===== src/rtl/soc_rst_seq_ctrl_pkg.sv =====
// Shared definitions for the SoC reset sequencer: state encodings,
// the tohost pass code and a counter-width helper.
package soc_rst_seq_ctrl_pkg;

  typedef enum logic [2:0] {
    SEQ_HOLD     = 3'd0,
    SEQ_RELEASE  = 3'd1,
    SEQ_RUN      = 3'd2,
    SEQ_REASSERT = 3'd3,
    SEQ_DONE     = 3'd4
  } seq_state_e;

  localparam int unsigned TOHOST_PASS = 1;

  function automatic int unsigned cnt_w(input int unsigned max_val);
    return (max_val < 2) ? 1 : $clog2(max_val + 1);
  endfunction

endpackage


===== src/rtl/soc_rst_stagger.sv =====
// Per-hart staggered release mask: hart h is released h*STAGGER cycles
// after release_start rises; all_released flags the last hart's cycle.
module soc_rst_stagger
  import soc_rst_seq_ctrl_pkg::*;
#(
  parameter int unsigned NUM_HARTS = 1,
  parameter int unsigned STAGGER   = 2
) (
  input  logic                 clk_i,
  input  logic                 rst_i,
  input  logic                 release_start,
  output logic [NUM_HARTS-1:0] mask,
  output logic                 all_released
);

  localparam int unsigned LAST = (NUM_HARTS - 1) * STAGGER;
  localparam int unsigned CW   = cnt_w(LAST);

  logic [CW-1:0] rel_cnt;

  always_ff @(posedge clk_i) begin
    if (rst_i || !release_start) begin
      rel_cnt <= '0;
    end else if (rel_cnt != CW'(LAST)) begin
      rel_cnt <= rel_cnt + 1'b1;
    end
  end

  for (genvar h = 0; h < NUM_HARTS; h++) begin : g_mask
    if (h == 0) begin : g_first
      assign mask[h] = release_start;
    end else begin : g_rest
      assign mask[h] = release_start && (rel_cnt >= CW'(h * STAGGER));
    end
  end

  assign all_released = release_start && (rel_cnt == CW'(LAST));

endmodule


===== src/rtl/soc_rst_seq_ctrl.sv =====
// Programmable reset sequencer and tohost end-of-test monitor.
//   state    | meaning
//   HOLD     | all harts in reset for HOLD_CYCLES
//   RELEASE  | harts released one by one, STAGGER apart
//   RUN      | harts running, tohost snooped, run/watchdog counting
//   REASSERT | one-cycle mid-run reset, then back to HOLD
//   DONE     | test finished, harts halted, flags sticky until rst_i
module soc_rst_seq_ctrl
  import soc_rst_seq_ctrl_pkg::*;
#(
  parameter int unsigned       NUM_HARTS   = 1,
  parameter int unsigned       HOLD_CYCLES = 10,
  parameter int unsigned       STAGGER     = 2,
  parameter int unsigned       RUN_CYCLES  = 48,
  parameter int unsigned       NUM_RESETS  = 1,
  parameter int unsigned       WDOG_CYCLES = 1024,
  parameter int unsigned       ADDR_W      = 32,
  parameter int unsigned       DATA_W      = 32,
  parameter logic [ADDR_W-1:0] TOHOST_ADDR = ADDR_W'(32'h8000_1000)
) (
  input  logic                 clk_i,
  input  logic                 rst_i,
  input  logic                 bus_valid_i,
  input  logic                 bus_we_i,
  input  logic [ADDR_W-1:0]    bus_addr_i,
  input  logic [DATA_W-1:0]    bus_wdata_i,
  output logic [NUM_HARTS-1:0] core_rst_o,
  output logic [2:0]           phase_o,
  output logic                 done_o,
  output logic                 pass_o,
  output logic                 fail_o,
  output logic [DATA_W-2:0]    fail_code_o,
  output logic                 timeout_o,
  output logic [31:0]          cycle_cnt_o
);

  localparam int unsigned RL_W = cnt_w(NUM_RESETS);

  seq_state_e             state;
  logic [31:0]            hold_cnt;
  logic [31:0]            run_cnt;
  logic [RL_W-1:0]        resets_left;
  logic [NUM_HARTS-1:0]   rel_mask;
  logic                   all_released;
  logic                   tohost_wr;

  assign tohost_wr = bus_valid_i && bus_we_i && (bus_addr_i == TOHOST_ADDR)
                     && (bus_wdata_i != '0);
  assign phase_o   = state;

  soc_rst_stagger #(
    .NUM_HARTS(NUM_HARTS),
    .STAGGER  (STAGGER)
  ) u_stagger (
    .clk_i        (clk_i),
    .rst_i        (rst_i),
    .release_start(state == SEQ_RELEASE),
    .mask         (rel_mask),
    .all_released (all_released)
  );

  always_ff @(posedge clk_i) begin
    if (rst_i) begin
      state       <= SEQ_HOLD;
      core_rst_o  <= '1;
      done_o      <= 1'b0;
      pass_o      <= 1'b0;
      fail_o      <= 1'b0;
      fail_code_o <= '0;
      timeout_o   <= 1'b0;
      cycle_cnt_o <= '0;
      hold_cnt    <= '0;
      run_cnt     <= '0;
      resets_left <= RL_W'(NUM_RESETS);
    end else begin
      if (cycle_cnt_o != '1) cycle_cnt_o <= cycle_cnt_o + 1'b1;
      case (state)
        SEQ_HOLD: begin
          core_rst_o <= '1;
          if (hold_cnt == 32'(HOLD_CYCLES - 1)) begin
            hold_cnt <= '0;
            state    <= SEQ_RELEASE;
          end else begin
            hold_cnt <= hold_cnt + 1'b1;
          end
        end
        SEQ_RELEASE: begin
          core_rst_o <= ~rel_mask;
          if (all_released) state <= SEQ_RUN;
        end
        SEQ_RUN: begin
          core_rst_o <= '0;
          // A tohost write beats any counter expiry in the same cycle.
          if (tohost_wr) begin
            done_o <= 1'b1;
            if (bus_wdata_i == DATA_W'(TOHOST_PASS)) begin
              pass_o <= 1'b1;
            end else if (bus_wdata_i[0]) begin
              fail_o      <= 1'b1;
              fail_code_o <= bus_wdata_i[DATA_W-1:1];
            end
            state <= SEQ_DONE;
          end else if (resets_left != '0 && run_cnt == 32'(RUN_CYCLES - 1)) begin
            resets_left <= resets_left - 1'b1;
            state       <= SEQ_REASSERT;
          end else if (resets_left == '0 && run_cnt == 32'(WDOG_CYCLES - 1)) begin
            timeout_o <= 1'b1;
            done_o    <= 1'b1;
            state     <= SEQ_DONE;
          end else begin
            run_cnt <= run_cnt + 1'b1;
          end
        end
        SEQ_REASSERT: begin
          core_rst_o <= '1;
          run_cnt    <= '0;
          state      <= SEQ_HOLD;
        end
        SEQ_DONE: begin
          core_rst_o <= '1;
        end
        default: begin
          core_rst_o <= '1;
          state      <= SEQ_HOLD;
        end
      endcase
    end
  end

endmodule


===== config.mk =====
export PLATFORM = sky130hd
export DESIGN_NAME = soc_rst_seq_ctrl
export DESIGN_NICKNAME = d
export VERILOG_FILES = /design/src/rtl/soc_rst_seq_ctrl_pkg.sv /design/src/rtl/soc_rst_stagger.sv /design/src/rtl/soc_rst_seq_ctrl.sv
export SDC_FILE = /design/constraint.sdc
export NUM_CORES = 1
export LEC_CHECK = 0
export CAP_MARGIN = 20
export CORE_UTILIZATION = 30
export CTS_BUF_LIST = sky130_fd_sc_hd__clkbuf_4 sky130_fd_sc_hd__clkbuf_8
export DETAILED_ROUTE_END_ITERATION = 16
export PLACE_DENSITY = 0.49
export SYNTH_ARGS = -nofsm -noshare
export SYNTH_HDL_FRONTEND = slang
export SYNTH_HIERARCHICAL = 1
export SYNTH_SLANG_ARGS = --single-unit

===== constraint.sdc =====
create_clock -name clk_i -period 2.5 [get_ports clk_i]
set_input_delay 0.5 -clock clk_i [delete_from_list [all_inputs] [get_ports clk_i]]
set_output_delay 0.5 -clock clk_i [all_outputs]
set_load 0.01 [all_outputs]

==> results of run 1 <==
per-stage QoR:
step	util (%)	cells
floorplan	-	731
global placement	40.3	1152
detailed placement	40.3	1152
CTS	42.3	1184
global route	42.9	1187
finish	42.9	1187
cell type report:
type,count,area [um^2]
clock buffer,18,241
clock inverter,14,164
fill,2031,11700
inverter,8,30.0
multi-input combinational,556,3450
sequential,137,2740
tap,270,338
timing repair buffer,184,1800
final timing paths:
check | startpoint | to | slack [ps] | depth (start not counted)
worst max-delay path | bus_addr_i[19] | run_cnt[11] | 90 | 8
worst min-delay path | fail_o | fail_o | 460 | 2
worst max register to register | run_cnt[1] | run_cnt[28] | 120 | 8
worst min register to register | fail_o | fail_o | 460 | 2
critical path, delay by kind of cell:
kind,cells,cell delay [ps]
buffers and inverters,2,670
AND/OR/NAND/NOR,3,960
AO/OA/AOI/OAI,3,630
metal layers:
layer / part of all wire (%) / track usage (%)
met5: 0 / 0
met4: 1.9 / 5.98
met3: 4.4 / 3.76
met2: 49 / 27.9
met1: 44 / 19.9
kinds of logic after synthesis:
kind of cell	share of synthesized area [%]
flops	43.5
simple gates	31.7
xor+xnor	7.22
fa+ha+maj	0.793
buf+inv	2.60
mux	5.55
compound gates	8.64
other cells	0.0594
power groups by stage:
stage,clock [uW],combinational (uW),sequential [uW]
after CTS,1950,509,2270
after floorplan,0,257,2300
after global placement,0,500,2310
final,1870,575,2260
after detailed placement,0,507,2320
after global routing,2040,626,2270
cells in the final DEF, fill, tap and decap left out, types with 10 or more instances in the layout:
cell | Yosys | final
clkdlybuf4s50_1 | 0 | 137
dfxtp_1 | 137 | 136
nor2_1 | 105 | 105
nand2_1 | 53 | 53
buf_4 | 3 | 41
xor2_1 | 40 | 40
nand4_1 | 38 | 38
nand3_1 | 37 | 37
mux2i_1 | 35 | 35
a21oi_1 | 35 | 34
o21ai_0 | 26 | 26
or3_1 | 25 | 25
nor4_1 | 25 | 23
and3_1 | 17 | 17
clkbuf_8 | 0 | 17
or4_1 | 13 | 13
nor3_1 | 13 | 12
xnor2_1 | 12 | 12
and4_1 | 11 | 11
o211ai_1 | 10 | 10
sequential cells by signal, summed over array words and instances (netlist names):
signal / count
core_rst_o: 1
cycle_cnt_o: 32
done_o: 1
fail_code_o: 31
fail_o: 1
hold_cnt: 32
pass_o: 1
phase_o: 3
resets_left: 1
run_cnt: 32
timeout_o: 1
u_stagger/rel_cnt: 1
timing repair:
item | CTS | global route
endpoints found under the hold margin | 0 | 0
endpoints found under the setup margin | 0 | 2
resized for setup | 0 | 11
==> run summary, run 1 <==
### Pwr
• sequential group share of total power: 48.1%
• share of total power in the clock network: 39.7%
• fraction of power spent switching nets: 27.0%
• Cell Int Power: 3440 uW
• portion of total power attributed to combinational logic: 12.2%
• Switch Pwr: 1270 uW
• total power: 4710 uW
• Peak supply drop: 0.000321 V
• leakage component of the power: 0.00327 uW
• power density over the cells: 537 nW/um^2

### GRT
• total overflow reported by the global router: 0
• number of antenna violations at the first check in global routing: 0
• overall fraction of global-route tracks in use: 16.3%
• global-route wire length before repair: 28400 um
• largest net degree at the start of global routing: 72
• number of global-route vias before repair: 5626

### Flow run
• number of maximum-capacitance constraint violations: 0

### Layout
• Antenna Cells: 0
• share of post-route cells with drive strength above 1: 11.2%
• growth of design area from synthesis to finish: 38.9%
• total number of nets in the final design: 976
• post-route design area: 8770 um^2

### Timing
• Max Clock Skew: 19.1 ps
• timing-limited maximum frequency: 416 MHz
• final max-slew violation count: 0
• setup TNS: 0 ps
• post-route minimum period: 2410 ps
• Final WS setup: 94.9 ps
• worst hold slack: 455 ps
• Final Cycle Share: 96.2%
• Slew HR: 48.7%
• number of setup violations in the final report: 0
• slew at the pin closest to its max-slew limit: 769 ps
• count of endpoints failing hold in the final timing report: 0

### Synth
• top cell type by total area after synthesis: dfxtp_1
• top cells by area in the synthesized netlist: dfxtp_1 (43%), nor2_1 (6.2%), mux2i_1 (5.6%), xor2_1 (5.6%), nand4_1 (3.8%)
• post-synthesis instance total: 731
• warnings from Yosys: 6
• post-synth cell types: 48
• Post-Synthesis Net Count: 803
• leading post-synthesis cells by instance count: dfxtp_1 (137), nor2_1 (105), nand2_1 (53)
• mapped cell area: 6310 um^2
• most numerous cell in the Yosys netlist: dfxtp_1
• Avg Synthesized Cell Area: 8.63 um^2
• number of synthesized flops with an enable pin: 0
• fraction of synthesis flops using an asynchronous set or reset pin: 0%
• share of the synthesized area in the top cell type: 43.5%
• top_reg_cell synth: dfxtp_1
• number of storage elements in the synthesis netlist: 137
• sequential area share after synthesis: 43.5%

### Route
• average wire per standard cell: 15.0 um
• DR pass1 iterations: 4
• number of DRC markers after the initial detailed-route iteration: 264
• Antenna Nets Post-Route: 0
• via-per-instance ratio: 5.00
• via count: 5935
• DRC violations left: 0
• final WL: 17800 um

### Setup path
• top fanout value on the critical path: 24
• category of the worst setup path capture point: flip-flop
• Crit Path Category: in2reg
• data arrival time at the worst-slack endpoint: 2770 ps
• startpoint class of the critical path: input pin
• Worst path max stage delay: 500 ps
• CP max-delay cell: or3_1
• Critical Path, Cell by Cell: clkdlybuf4s50_1 -> nor4_1 -> nand3_1 -> or3_1 -> o211ai_4 -> clkbuf_16 -> o21ai_0 -> a21oi_1
• Worst Path Required: 2870 ps

### Placement
• final weighted congestion of routability-driven global placement: 0.781
• worst slack at placement: -286 ps
• area after detailed placement: 8240 um^2
• post-DP HPWL: 12700 um
• PortBufs: 138

### Clock network
• Max H-tree Level: 4
• clock sink total: 137
• Post-CTS Setup Inserts: 0
• buffer cell driving the clock tree root: clkbuf_8
• Num CTS Buffers: 17
• later-pin clock latency in the skew report: 450 ps
• TritonCTS clock tree: built
• Max Buffers Root-to-Sink: 2
• CTS clock-pin slew for the worst setup and hold paths: 80 ps
• total of hold buffers inserted after clock tree synthesis: 0

### Hold path
• Hold Crit Class: reg2reg

### Run status
• result of the run: completed

### Floorplan
• Die X: 147 um
• Placeable Area: 20400 um^2
• FP Rows: 52
• vertical die dimension: 147 um
• number of top-level pins: 139
• Die Area: 21600 um^2
• starting utilization of the core area: 30.9%

No activity file was read; power rests on OpenSTA's default activity.
==> run 2: changes to the inputs <==
CORE_UTILIZATION = 45   (was 30)
GPL_ROUTABILITY_DRIVEN = 0   (was not set)
PLACE_DENSITY = 0.69   (was 0.49)
==> run 2 against run 1 <==
Compared with the run above:
- largest cell class unchanged
- critical path type unchanged
- highest routed layer unchanged
- die area decreased by 33%
- sequential cell count unchanged
- total power about the same
- largest power group unchanged
- via count is 1.5% higher
==> run summary, run 2 (synthesis results as in run 1) <==
### Clock network
• CTS clock-pin slew for the worst setup and hold paths: 80 ps
• buffer cell driving the clock tree root: clkbuf_8
• TritonCTS clock tree: built
• Num CTS Buffers: 17
• clock sink total: 137
• total of hold buffers inserted after clock tree synthesis: 0
• Max Buffers Root-to-Sink: 2
• later-pin clock latency in the skew report: 450 ps
• Max H-tree Level: 4

### Timing
• Max Clock Skew: 7.94 ps
• count of endpoints failing hold in the final timing report: 0
• number of setup violations in the final report: 0
• setup repair after global routing missed its margin: false
• post-route minimum period: 2390 ps
• timing-limited maximum frequency: 418 MHz
• Final Cycle Share: 95.7%
• Slew HR: 38.1%
• slew at the pin closest to its max-slew limit: 928 ps
• final max-slew violation count: 0

### Floorplan
• Placeable Area: 13500 um^2
• starting utilization of the core area: 46.9%
• Die X: 120 um
• number of top-level pins: 139
• vertical die dimension: 120 um
• Die Area: 14500 um^2
• FP Rows: 42

### GRT
• largest net degree at the start of global routing: 53
• number of global-route vias before repair: 5626
• number of antenna violations at the first check in global routing: 0
• total overflow reported by the global router: 0
• global-route wire length before repair: 27100 um
• overall fraction of global-route tracks in use: 23.3%

### Setup path
• Worst Path Required: 2890 ps
• category of the worst setup path capture point: flip-flop
• startpoint class of the critical path: input pin
• Crit Path Category: in2reg
• top fanout value on the critical path: 37
• data arrival time at the worst-slack endpoint: 2780 ps

### Route
• average wire per standard cell: 15.2 um
• number of DRC markers after the initial detailed-route iteration: 349
• Antenna Nets Post-Route: 0
• DRC violations left: 0
• final WL: 16600 um
• via count: 6026
• via-per-instance ratio: 5.52
• DR pass1 iterations: 5

### Layout
• Layout Cells excl Fill: 1091
• post-route design area: 8600 um^2
• largest registers: cycle_cnt_o (32), hold_cnt (32), run_cnt (32)
• Antenna Cells: 0
• growth of design area from synthesis to finish: 36.3%
• count of filler cells inserted in the layout: 1162
• total number of nets in the final design: 974
• top library cells by usage in the layout, fill and taps aside: dfxtp_1 (137), clkdlybuf4s50_1 (137), nor2_1 (105)
• share of post-route cells with drive strength above 1: 10.7%

### Placement
• placed insts: 1058
• PortBufs: 138
• area after detailed placement: 8120 um^2
• post-DP HPWL: 12100 um

### Run status
• result of the run: completed

### Pwr
• power density over the cells: 548 nW/um^2
• Peak supply drop: 0.000441 V
• fraction of power spent switching nets: 25.2%
• leakage component of the power: 0.00325 uW
• portion of total power attributed to combinational logic: 10.7%
• share of total power in the clock network: 41.3%
• Cell Int Power: 3520 uW
• sequential group share of total power: 48.1%
• Switch Pwr: 1190 uW

### Flow run
• number of maximum-capacitance constraint violations: 0

### Hold path
• Hold Crit Class: reg2reg

[run 2: area by class of cell]
class,instances,area [um^2],share of cell area [%]
Clock buffer,19,262,3.04
Multi-Input combinational cell,556,3450,40.1
Sequential cell,137,2740,31.9
Timing Repair Buffer,182,1730,20.1
Tap cell,176,220,2.56
Clock inverter,13,169,1.96
Inverter,8,30.0,0.349
[run 2: stage by stage]
stage / TNS (ps) / setup slack (ps) / hold slack, ps / total power [uW] / util [%]
finish: 0 / 108 / 452 / 4710 / 64.0
global route: 0 / 5.07 / 501 / 4900 / 64.0
CTS: 0 / 5.91 / 455 / 4750 / 63.7
detailed placement: -27940 / -490 / 443 / 2810 / 60.4
global placement: -16580 / -419 / 433 / 2800 / 60.4
floorplan: 0 / 377 / 443 / 2560 / -
[run 2: worst max-delay path: stages]
cell             delay, ps
clkdlybuf4s50_1        460
nor4_2                 310
buf_4                  160
nand4_1                180
nor3_4                 250
o211ai_4               150
buf_12                 200
or4_1                  470
nand2_1                 80
[run 2: metal layers]
metal / part of all wire, % / GRT usage, %
met5: 0 / 0
met4: 1.9 / 8.80
met3: 5.4 / 5.09
met2: 50 / 41.2
met1: 42 / 27.3
[run 2: power groups by stage]
stage,Combinational (uW),Sequential [uW],Clock (uW)
detailed placement,495,2320,0
global placement,481,2320,0
floorplan,257,2300,0
global route,551,2270,2080
CTS,500,2260,1990
finish,504,2260,1940
[run 2: worst paths after layout]
check | start | endpoint | slack [ps] | depth (start not counted)
max | bus_wdata_i[20] | run_cnt[13] | 110 | 9
min | fail_o | fail_o | 450 | 2
max reg2reg | run_cnt[0] | run_cnt[13] | 180 | 8
min reg2reg | fail_o | fail_o | 450 | 2
[run 2: what timing repair did]
item,CTS,global route
gates resized for setup,2,6
setup endpoints to repair,2,25
setup buffers,0,1
pin swaps,0,3
gates cloned,0,0
==> run 3: changes to the inputs <==
SLEW_MARGIN = 20   (was not set)
==> results of run 3 <==
Same layout as run 2: the final DEF is identical, and so are final timing and power.
